==> src/rtl/aes_round_ctrl_pkg.sv <==
// aes_ctrl_pkg: shared types and helpers for the AES round controller.
// FSM state enum, round-count function, legal key sizes, config check.
package aes_ctrl_pkg;

  typedef enum logic [2:0] {
    ST_IDLE,
    ST_KEY_FIRST,
    ST_KEY_EXP,
    ST_ARK,
    ST_ROUND,
    ST_LAST,
    ST_DONE
  } aes_ctrl_state_t;

  localparam int NK_AES128 = 4;
  localparam int NK_AES192 = 6;
  localparam int NK_AES256 = 8;

  function automatic int aes_nr(input int nk);
    return nk + 6;
  endfunction

  function automatic bit aes_cfg_ok(
    input int nk,
    input int slot_w
  );
    bit nk_ok;
    nk_ok = (nk == NK_AES128) ||
            (nk == NK_AES192) ||
            (nk == NK_AES256);
    if (slot_w < 1 || slot_w > 30) return 1'b0;
    return nk_ok && ((1 << slot_w) > aes_nr(nk));
  endfunction

endpackage

==> src/rtl/aes_round_ctrl_if.sv <==
// aes_round_ctrl_if: handshake + datapath strobe bundle of the AES controller.
// master = block driving start/out_ready, slave = the controller.
// With AES_CTRL_ABORT_EN defined an abort input is added.
interface aes_round_ctrl_if #(
  parameter int SLOT_W = 4
);
  logic              start;
  logic              mode;
  logic              key_load;
  logic              out_ready;
`ifdef AES_CTRL_ABORT_EN
  logic              abort;
`endif
  logic              in_ready;
  logic              busy;
  logic              key_we;
  logic              key_first;
  logic [SLOT_W-1:0] key_slot;
  logic              st_load;
  logic              st_src;
  logic              last_rnd;
  logic              ark_only;
  logic              out_valid;
  logic              err;

  modport master (
`ifdef AES_CTRL_ABORT_EN
    output abort,
`endif
    output start, mode, key_load, out_ready,
    input  in_ready, busy, key_we, key_first,
    input  key_slot, st_load, st_src, last_rnd,
    input  ark_only, out_valid, err
  );

  modport slave (
`ifdef AES_CTRL_ABORT_EN
    input  abort,
`endif
    input  start, mode, key_load, out_ready,
    output in_ready, busy, key_we, key_first,
    output key_slot, st_load, st_src, last_rnd,
    output ark_only, out_valid, err
  );

endinterface

==> src/rtl/aes_round_ctrl_key_slot_map.sv <==
// aes_key_slot_map: round-key slot select from state, rnd, mode, NR.
// Ports: st_i, rnd_i, mode_i (1=enc), nr_i in; slot_o out.
module aes_key_slot_map
  import aes_ctrl_pkg::*;
#(
  parameter int SLOT_W = 4
) (
  input  aes_ctrl_state_t   st_i,
  input  logic [SLOT_W-1:0] rnd_i,
  input  logic              mode_i,
  input  logic [SLOT_W-1:0] nr_i,
  output logic [SLOT_W-1:0] slot_o
);

  always_comb begin
    slot_o = '0;
    unique case (1'b1)
      (st_i == ST_KEY_EXP):
        slot_o = rnd_i;
      (st_i == ST_ARK):
        slot_o = mode_i ? '0 : nr_i;
      // decrypt walks the schedule backwards
      (st_i == ST_ROUND):
        slot_o = mode_i ? rnd_i : nr_i - rnd_i;
      (st_i == ST_LAST):
        slot_o = mode_i ? nr_i : '0;
      default:
        slot_o = '0;
    endcase
  end

endmodule

==> src/rtl/aes_round_ctrl.sv <==
// aes_round_ctrl: key-expansion / encrypt / decrypt sequencer for AES.
// Ports: clk, reset_n (async low), io (aes_round_ctrl_if.slave).
// Optional AES_CTRL_ABORT_EN adds io.abort to cancel a busy block.
module aes_round_ctrl
  import aes_ctrl_pkg::*;
#(
  parameter int NK     = 4,
  parameter int SLOT_W = 4
) (
  input logic             clk,
  input logic             reset_n,
  aes_round_ctrl_if.slave io
);

  localparam int NR = aes_nr(NK);
  localparam logic [SLOT_W-1:0] NR_S  = SLOT_W'(NR);
  localparam logic [SLOT_W-1:0] NR_M1 = SLOT_W'(NR - 1);
  localparam logic [SLOT_W-1:0] ONE   = SLOT_W'(1);

  if (!aes_cfg_ok(NK, SLOT_W)) begin : g_cfg_err
    $error("aes_round_ctrl: illegal NK or SLOT_W");
  end

  aes_ctrl_state_t   state_q, state_d;
  logic [SLOT_W-1:0] rnd_q, rnd_d;
  logic              mode_q, mode_d;
  logic              key_valid_q, key_valid_d;
  logic              err_q, err_d;
  logic              abort_w;

`ifdef AES_CTRL_ABORT_EN
  assign abort_w = io.abort;
`else
  assign abort_w = 1'b0;
`endif

  always_ff @(posedge clk or negedge reset_n) begin
    if (!reset_n) begin
      state_q     <= ST_IDLE;
      rnd_q       <= '0;
      mode_q      <= 1'b0;
      key_valid_q <= 1'b0;
      err_q       <= 1'b0;
    end else begin
      state_q     <= state_d;
      rnd_q       <= rnd_d;
      mode_q      <= mode_d;
      key_valid_q <= key_valid_d;
      err_q       <= err_d;
    end
  end

  always_comb begin
    state_d     = state_q;
    rnd_d       = rnd_q;
    mode_d      = mode_q;
    key_valid_d = key_valid_q;
    err_d       = 1'b0;
    unique case (state_q)
      ST_IDLE: begin
        if (io.start) begin
          mode_d = io.mode;
          if (io.key_load)
            state_d = ST_KEY_FIRST;
          else if (key_valid_q)
            state_d = ST_ARK;
          else
            err_d = 1'b1;
        end
      end
      ST_KEY_FIRST: begin
        rnd_d   = ONE;
        state_d = ST_KEY_EXP;
      end
      ST_KEY_EXP: begin
        rnd_d = rnd_q + ONE;
        if (rnd_q == NR_S) begin
          state_d     = ST_ARK;
          key_valid_d = 1'b1;
        end
      end
      ST_ARK: begin
        rnd_d   = ONE;
        state_d = ST_ROUND;
      end
      ST_ROUND: begin
        rnd_d = rnd_q + ONE;
        if (rnd_q == NR_M1)
          state_d = ST_LAST;
      end
      ST_LAST:
        state_d = ST_DONE;
      ST_DONE:
        if (io.out_ready)
          state_d = ST_IDLE;
      default:
        state_d = ST_IDLE;
    endcase
    // a half-written key store cannot be trusted after abort
    if (abort_w && state_q != ST_IDLE) begin
      state_d = ST_IDLE;
      if (state_q == ST_KEY_FIRST || state_q == ST_KEY_EXP)
        key_valid_d = 1'b0;
    end
  end

  always_comb begin
    io.in_ready  = (state_q == ST_IDLE);
    io.busy      = (state_q != ST_IDLE);
    io.key_we    = (state_q == ST_KEY_FIRST) ||
                   (state_q == ST_KEY_EXP);
    io.key_first = (state_q == ST_KEY_FIRST);
    io.st_load   = (state_q == ST_ARK) ||
                   (state_q == ST_ROUND) ||
                   (state_q == ST_LAST);
    io.st_src    = (state_q == ST_ROUND) ||
                   (state_q == ST_LAST);
    io.last_rnd  = (state_q == ST_LAST);
    io.ark_only  = (state_q == ST_ARK);
    io.out_valid = (state_q == ST_DONE);
    io.err       = err_q;
  end

  aes_key_slot_map #(
    .SLOT_W(SLOT_W)
  ) u_slot_map (
    .st_i  (state_q),
    .rnd_i (rnd_q),
    .mode_i(mode_q),
    .nr_i  (NR_S),
    .slot_o(io.key_slot)
  );

endmodule

==> src/flat_wrapper.sv <==
// flat-port wrapper written by rule: the top's interface ports become plain ports
module aes_round_ctrl_flat import aes_ctrl_pkg::*;
#(
  parameter int NK     = 4,
  parameter int SLOT_W = 4
)
  (clk, reset_n, io_start, io_mode, io_key_load, io_out_ready, io_in_ready, io_busy, io_key_we, io_key_first, io_key_slot, io_st_load, io_st_src, io_last_rnd, io_ark_only, io_out_valid, io_err);
  aes_round_ctrl_if #(.SLOT_W(SLOT_W)) io_i ();
  input logic clk;
  input logic reset_n;
  input wire logic [$bits(io_i.start)-1:0] io_start;
  input wire logic [$bits(io_i.mode)-1:0] io_mode;
  input wire logic [$bits(io_i.key_load)-1:0] io_key_load;
  input wire logic [$bits(io_i.out_ready)-1:0] io_out_ready;
  output wire logic [$bits(io_i.in_ready)-1:0] io_in_ready;
  output wire logic [$bits(io_i.busy)-1:0] io_busy;
  output wire logic [$bits(io_i.key_we)-1:0] io_key_we;
  output wire logic [$bits(io_i.key_first)-1:0] io_key_first;
  output wire logic [$bits(io_i.key_slot)-1:0] io_key_slot;
  output wire logic [$bits(io_i.st_load)-1:0] io_st_load;
  output wire logic [$bits(io_i.st_src)-1:0] io_st_src;
  output wire logic [$bits(io_i.last_rnd)-1:0] io_last_rnd;
  output wire logic [$bits(io_i.ark_only)-1:0] io_ark_only;
  output wire logic [$bits(io_i.out_valid)-1:0] io_out_valid;
  output wire logic [$bits(io_i.err)-1:0] io_err;
  assign io_i.start = io_start;
  assign io_i.mode = io_mode;
  assign io_i.key_load = io_key_load;
  assign io_i.out_ready = io_out_ready;
  assign io_in_ready = io_i.in_ready;
  assign io_busy = io_i.busy;
  assign io_key_we = io_i.key_we;
  assign io_key_first = io_i.key_first;
  assign io_key_slot = io_i.key_slot;
  assign io_st_load = io_i.st_load;
  assign io_st_src = io_i.st_src;
  assign io_last_rnd = io_i.last_rnd;
  assign io_ark_only = io_i.ark_only;
  assign io_out_valid = io_i.out_valid;
  assign io_err = io_i.err;
  aes_round_ctrl #(.NK(NK), .SLOT_W(SLOT_W)) u_core (.clk(clk), .reset_n(reset_n), .io(io_i));
endmodule
==> config.mk <==
export PLATFORM = sky130hd
export DESIGN_NAME = aes_round_ctrl_flat
export DESIGN_NICKNAME = d
export VERILOG_FILES = /design/src/rtl/aes_round_ctrl_pkg.sv /design/src/rtl/aes_round_ctrl_if.sv /design/src/rtl/aes_round_ctrl_key_slot_map.sv /design/src/rtl/aes_round_ctrl.sv /design/src/flat_wrapper.sv
export SDC_FILE = /design/constraint.sdc
export NUM_CORES = 1
export LEC_CHECK = 0
export CAP_MARGIN = 20
export CELL_PAD_IN_SITES_DETAIL_PLACEMENT = 1
export CELL_PAD_IN_SITES_GLOBAL_PLACEMENT = 2
export CORE_AREA = 2 2 58 60
export CTS_BUF_LIST = sky130_fd_sc_hd__clkbuf_8 sky130_fd_sc_hd__clkbuf_16
export DETAILED_ROUTE_END_ITERATION = 6
export DIE_AREA = 0 0 60 62
export PLACE_DENSITY = 0.73
export SYNTH_ARGS = -nofsm -noshare
export SYNTH_HDL_FRONTEND = slang
export SYNTH_SLANG_ARGS = --single-unit
==> constraint.sdc <==
create_clock -name clk -period 2.1 [get_ports clk]
set_clock_uncertainty 0.15 [all_clocks]
set_input_delay 0.63 -clock clk [delete_from_list [all_inputs] [get_ports clk]]
set_output_delay 0.63 -clock clk [all_outputs]
set_load 0.005 [all_outputs]
After elaboration in Yosys (flattened, before gate mapping)
Cells that the tools add are included.

storage, ports and cells
  bits in registers = 10
  input bits = 6
  output and inout bits = 14
  word-level logic and storage cells = 48

cells by class
  add/subtract/negate cells = 2
  equality and inequality tests = 13
  mux-type cells = 16
  reduce and logical (&&, ||, !) cells = 12

operator list
  kind                   number
  $pmux W3 S7            1
  $mux W3                6
  $pmux W4 S4            1
  $mux W4                3
  $eq A3 B3 Y1 const B   3
  $eq A4 B4 Y1 const B   2
  $pmux W4 S2            1
  $eq A3 B2 Y1 const B   2
  $reduce_and A5 Y1      1
  $add A4 B1 Y4 const B  1
  $logic_or A1 B1 Y1     4
  $mux W1                4
  $ne A2 B1 Y1 const B   2
  $ne A2 B2 Y1 const B   2
  $reduce_and A2 Y1      2
  $reduce_or A2 Y1       2
  $sub A4 B4 Y4 const A  1
  $eq A3 B1 Y1 const B   1
  $logic_not A3 Y1       1
  $ne A3 B2 Y1 const B   1
  $reduce_bool A3 Y1     1
  $reduce_bool A2 Y1     1

Logic depth before layout (Yosys ltp)
Gate-level depths: netlist of the first run.

  depth in word-level cells = 4
  depth in mapped cells = 6
  mapped depth without buffers = 6

Hierarchy
A second synthesis of the first run with hierarchy kept.

unflattened totals
  cell total of the unflattened synthesis = 125
  area total of the unflattened synthesis = 1051.0 µm²

modules (own cells, without submodules)
  module            times used  cells an instance  area each (µm²)  sequential area each (µm²)
  aes_round_ctrl    1           78                 713.2            250.2
  aes_key_slot_map  1           47                 337.8            0.0

Worst setup path after synthesis of the first run
No wires, ideal clock.

  path type = register to output
  start = register u_core.state_q[1]
  end = output port io_key_slot[0]
  arrival time = 1.432 ns
  required time = 1.320 ns
  setup slack = -0.112 ns
  stages on the path, launching flop included = 5
  path buffers = 1
  cells stage by stage = dfrtp_1 buf_2 inv_2 ha_1 a2111oi_0

on the way
  word-level cells in the longest chain between the ends = 2
  elaborated cells on any way between the ends = 5
  those cells by class = eq/ne (4); mux (1)

RTL lines
  what                                        line                               RTL
  start, declared                             aes_round_ctrl.sv:24               aes_ctrl_state_t state_q, state_d;
  start signal, assigned                      aes_round_ctrl.sv:45               state_q <= state_d;
  $eq A3 B3 Y1, or another cell as far along  aes_round_ctrl_key_slot_map.sv:25  (st_i == ST_LAST):
  $pmux W4 S4 *                               aes_round_ctrl_key_slot_map.sv:17  unique case (1'b1)
  end, declared                               flat_wrapper.sv:19                 output wire logic [$bits(io_i.key_slot)-1:0] io_key_slot;

Every way passes the cells marked *; elsewhere a longest branch is shown, timed or not.

Final worst setup path of the first run
  start = register u_core.rnd_q[0]
  end = output port io_key_slot[3]

on the way
  word-level cells in the longest chain between the ends = 3

RTL lines
  what                    line                               RTL
  start, declared         aes_round_ctrl.sv:25               logic [SLOT_W-1:0] rnd_q, rnd_d;
  start signal, assigned  aes_round_ctrl.sv:46               rnd_q <= rnd_d;
  $sub A4 B4 Y4           aes_round_ctrl_key_slot_map.sv:24  slot_o = mode_i ? rnd_i : nr_i - rnd_i;
  $mux W4                 aes_round_ctrl_key_slot_map.sv:24
  $pmux W4 S4             aes_round_ctrl_key_slot_map.sv:17

No other way between the ends.

==> flow_metrics.tcl, run 1 <==
set metrics [dict create \
    status "finished, violations left" \
    violations "setup timing" \
    drive_gt1_frac 0.543 \
    path_clk_slew_ns 0.05 \
    critical-path-max-stage-delay_ns 0.38 \
    first_iter_violations 22 \
    synth.most_common_cell "dfrtp_1" \
    antenna_left 0 \
    ys_async_sr_fraction 1.00 \
    hold_path.class "reg2reg" \
    cp_cell_sequence "buf_6, a211oi_4, xnor2_1, or3_1, a31oi_1, buf_2" \
    cts_tree "built" \
    synth-seq-area-share 0.296 \
    setup_viol 7 \
    vias_per_cell 4.83 \
    max_cap_violations 0 \
    min_to "u_core.io.err" \
    drtPass1Iterations 4 \
    synth_edf_count 0 \
    synth_common_cells "10 x dfrtp_1, 9 x nor2_1, 8 x nand2_1" \
    clock_latency_ns 0.24 \
    worstReg2RegStart "u_core.rnd_q[1]" \
    ys_seq_elements 10 \
    maxSlewHeadroom 0.663 \
    yosysTopAreaCell "dfrtp_1" \
    dp_hpwl_mm 2.35 \
    p_leak_nw 0.799 \
    setup.reg_to_reg.worst_slack_ns 0.03 \
    start_util 0.266 \
    dieArea_um2 3720 \
    syn_to_final_growth_pct 99.0 \
    critPathRequiredTime_ns 1.32 \
    timing.rr.end "u_core.rnd_q[2]" \
    core_area_um2 3180 \
    gp_congestion 0.803 \
    fin_crit_ns 2.49 \
    hold_slack_ns 0.323 \
    timing.fmax_mhz 402 \
    via_count 1058 \
    ctsRootBufferMaster "clkbuf_8" \
    finalHoldViolCount 0 \
    grt.total_usage 0.201 \
    crit_family "compound AO/OA/AOI/OAI gates" \
    synthesis.nets 115 \
    synth_cell_types 37 \
    endpoint_kind "output port" \
    r2r_cells 9 \
    cts_inserted_buffers 3 \
    slew_viol_final 0 \
    synthTopCellsByArea "dfrtp_1 30%, ha_1 7.4%, nand2b_1 4.4%" \
    power.density_nw_per_um2 1590 \
    ir_drop_mv 0.570 \
    yosys_warnings 0 \
    final_util 0.529 \
    cts_num_sinks 10 \
    syn_area_um2 846 \
    grt_setup_unrepaired "yes" \
    syn_area_per_cell_um2 8.13 \
    cp_slowest_cell "dfrtp_1" \
    startpoint_type "register" \
    crit_arrival_ns 1.71 \
    row_count 21 \
    netlist_instances 104 \
    drc 0 \
    overflow 0 \
    final_nets 186 \
    cts_buffer_depth 2 \
    die_h_um 62 \
    io_pins 20 \
    cts.htree.levels 1 \
    n_antenna_cell 0 \
    grt_pass1_wl_mm 5.35 \
    grt_pass1_vias 1110 \
    num-fill-cells 364 \
    yosys.area.top_type_share 0.296 \
    routed_wirelength_mm 3.57 \
    crit_path_max_fanout 3 \
    setup_ws_ns -0.390 \
    crit_buf_inv 2 \
    whs_path_depth 1 \
    die_w_um 60 \
    path_class "reg2out" \
    period_share 1.19 \
    antenna_found_initial 0 \
    io_buffers 19 \
    ys.flop_type "dfrtp_1" \
    grt_max_degree 11 \
    min_from "u_core.key_valid_q" \
    wl_per_cell_um 16.3 \
    worst_pin_slew_ns 0.504 \
]
where the power goes:
part	internal (mW)	switching, mW	leakage, nW
combinational	1.19	0.933	0.660
clock	0.126	0.0779	0.0216
sequential	0.279	0.0799	0.118
sequential cells by signal, indices dropped and copies added, names as in the netlist:
signal / flops
u_core.rnd_q: 4
u_core.state_q: 3
u_core.io.err: 1
u_core.key_valid_q: 1
u_core.mode_q: 1
stage by stage:
step	instance area (um^2)	TNS, ns	total power, mW	std cells	worst slack, ns
floorplan	852	0	0.963	104	0.0125
finish	1680	-1.26	2.68	219	-0.390
CTS	1590	-1.39	2.50	215	-0.427
global placement	1320	-3.16	1.88	197	-0.443
detailed placement	1320	-3.47	1.94	197	-0.485
global route	1680	-1.80	2.91	219	-0.492
logic make-up after synthesis:
logic type,count (synthesis),synth area share
AND/OR/NAND/NOR,42,0.266
AO/OA/AOI/OAI,27,0.210
buffers and inverters,13,0.0740
flip-flops,10,0.296
adder cells (fa/ha/maj),5,0.0740
XOR/XNOR,4,0.0414
multiplexers,3,0.0385
routing by layer:
metal	wire (um)	track usage	vias up
li1	-	-	506
met1	1460	0.220	526
met2	1960	0.377	19
met3	84	0.0455	7
met4	61	0.0762	0
met5	0	0	-
area by class of cell:
cell class	count	area (um^2)	area share
Multi-Input combinational cell	81	692	0.411
Timing Repair Buffer	72	609	0.362
Sequential cell	10	254	0.151
Tap cell	46	57.6	0.0342
Clock buffer	3	41.3	0.0245
Inverter	7	28.8	0.0171
worst max-delay path by stage:
| stage | start | end | slack, ns | depth (start not counted) |
|---|---|---|---|---|
| after floorplan | u_core.state_q[1] | io_key_slot[0] | 0.01 | 4 |
| after global placement | u_core.rnd_q[1] | io_key_slot[3] | -0.44 | 5 |
| after detailed placement | u_core.rnd_q[1] | io_key_slot[3] | -0.49 | 5 |
| after CTS | u_core.rnd_q[0] | io_key_slot[3] | -0.43 | 6 |
| after global routing | u_core.rnd_q[1] | io_key_slot[3] | -0.49 | 6 |
| final | u_core.rnd_q[0] | io_key_slot[3] | -0.39 | 6 |
layout by cell type (no fill, tap or decap), types with 2 or more instances in the layout:
cell / count
nor3_1: 4
and2_4: 2
xnor2_1: 3
inv_1: 5
clkdlybuf4s50_1: 6
buf_6: 20
dfrtp_2: 3
nor2_1: 9
ha_4: 3
dfrtp_1: 7
nor2b_1: 3
nand2_1: 6
a31oi_1: 2
clkbuf_8: 3
o21ai_0: 4
buf_4: 36
buf_2: 9
a211oi_1: 2
a21oi_1: 4
o21ai_1: 5
nand2b_4: 5
nor2b_4: 2
ha_1: 2
what timing repair did:
item | in CTS | in global routing
gates resized for setup | 87 | 15
setup endpoints to repair | 13 | 12
hold buffers | 0 | 0
setup buffers | 16 | 7
pin swaps | 14 | 6
Note: power is estimated with default switching activity, not from simulation.
==> inputs of run 2 (changes only) <==
- PLACE_DENSITY: 0.73 -> 0.79
==> run 2 against run 1 <==
  * The flow still finishes with violations (setup timing)
  * Final area is 1.5% lower
  * Combinational power barely moved
  * Register-to-register slack improved by 0.05 ns
  * Worst hold slack improved by 0.0068 ns
  * Critical path depth stayed put
  * Sequential power is 4% higher
  * Critical endpoint unchanged
  * Largest power group unchanged
  * Highest routed layer unchanged
==> flow_metrics.tcl, run 2 (synthesis results as in run 1) <==
set metrics [dict create \
    die_w_um 60 \
    final_common_cell "buf_4" \
    num-fill-cells 373 \
    grt_pass1_wl_mm 5.36 \
    dpl.cell_count 192 \
    worst_pin_slew_ns 0.492 \
    routed_wirelength_mm 3.71 \
    dp_hpwl_mm 2.30 \
    crit_arrival_ns 1.67 \
    cts_num_sinks 10 \
    cts_inserted_buffers 3 \
    io_pins 20 \
    grt_max_degree 11 \
    drive_gt1_frac 0.535 \
    row_count 21 \
    seqCellArea_um2 254 \
    drc 0 \
    largest_register_ff_count 4 \
    multi_input_area_um2 681 \
    start_util 0.266 \
    vias_per_cell 4.81 \
    core_area_um2 3180 \
    startpoint_type "register" \
    period_share 1.17 \
    cts_tree "built" \
    path_class "reg2out" \
    setup_viol 5 \
    syn_to_final_growth_pct 96.0 \
    grt.total_usage 0.199 \
    cts_buffer_depth 2 \
    cts_hold_buf 0 \
    final_nets 183 \
    clock_latency_ns 0.24 \
    final_cell_mix "33 x buf_4, 19 x buf_6, 9 x nor2_1" \
    ir_drop_mv 0.609 \
    maxSlewHeadroom 0.671 \
    timing.fmax_mhz 408 \
    crit_path_max_fanout 2 \
    io_buffers 19 \
    setup_ws_ns -0.348 \
    hold_path.class "reg2reg" \
    reg_top3 "u_core.rnd_q x4, u_core.state_q x3" \
    fin_crit_ns 2.45 \
    endpoint_kind "output port" \
    critPathRequiredTime_ns 1.32 \
    antenna_left 0 \
    gp_congestion 0.816 \
    violations "setup timing" \
    wl_per_cell_um 17.2 \
    final_util 0.521 \
    finalHoldViolCount 0 \
    via_count 1039 \
    finalNonFillerCells 216 \
    dieArea_um2 3720 \
    overflow 0 \
    max_cap_violations 0 \
    tns_ns -1.12 \
    n_antenna_cell 0 \
    grt_pass1_vias 1122 \
    ctsRootBufferMaster "clkbuf_8" \
    status "finished, violations left" \
    drtPass1Iterations 4 \
    first_iter_violations 26 \
    total_power_mw 2.72 \
    power.density_nw_per_um2 1640 \
    antenna_found_initial 0 \
    cts.htree.levels 1 \
    path_clk_slew_ns 0.05 \
    p_leak_nw 0.781 \
    die_h_um 62 \
    slew_viol_final 0 \
    grt_setup_unrepaired "yes" \
    regMostFlops "u_core.rnd_q" \
]
[run 2: cell count changes in the layout (fill, tap and decap cells not counted), sizes merged]
cell,change
buf,-6
clkbuf,+3
[run 2: power breakdown]
| group | total, mW | switching [mW] | internal, mW |
|---|---|---|---|
| Sequential | 0.372 | 0.0930 | 0.279 |
| Combinational | 2.15 | 0.957 | 1.19 |
| Clock | 0.199 | 0.0740 | 0.125 |
[run 2: critical path, cell delays in order (launching register included)]
cell and delay, ns:
dfrtp_1 0.40, buf_6 0.13, a211oi_4 0.23, xnor2_1 0.10, or3_1 0.30, a31oi_1 0.14
buf_2 0.13
[run 2: final cells by class]
cell class / instances / area share
repair buffers: 69 / 0.359
flip-flops and latches: 10 / 0.153
multi-input cells: 81 / 0.411
well taps: 46 / 0.0347
inverters: 7 / 0.0174
clock buffers: 3 / 0.0249
[run 2: worst paths after layout]
kind                                          from            endpoint  slack (ns)  cells past startpoint
worst max-delay path               u_core.rnd_q[0]      io_key_slot[3]       -0.35                      6
worst min-delay path            u_core.key_valid_q       u_core.io.err        0.33                      1
worst max register to register     u_core.rnd_q[0]     u_core.rnd_q[2]        0.08                      8
worst min register to register  u_core.key_valid_q       u_core.io.err        0.33                      1
max in group asynchronous                  reset_n   u_core.state_q[2]        0.86                      1
min in group asynchronous                  reset_n  u_core.key_valid_q        0.58                      1
[run 2: metal layers]
layer | vias to the layer above | routed length, um | GRT usage
li1 | 494 | - | -
met1 | 518 | 1520 | 0.209
met3 | 2 | 97 | 0.0414
met2 | 25 | 2080 | 0.374
met5 | - | 0 | 0
met4 | 0 | 16 | 0.102
[run 2: what timing repair did]
item,4_1_cts,5_1_grt
buffers inserted,14,8
pin swaps,11,11
resized for setup,74,25
endpoints found under the hold margin,0,0
setup endpoints to repair,13,11
[run 2: metrics by stage]
step                      hold WS [ns]  cell area [um^2]  setup WS (ns)
after floorplan                  0.184               852         0.0125
after global placement           0.302              1290         -0.419
after detailed placement         0.311              1290         -0.434
after CTS                        0.318              1520         -0.371
after global routing             0.334              1660         -0.423
final                            0.330              1660         -0.348
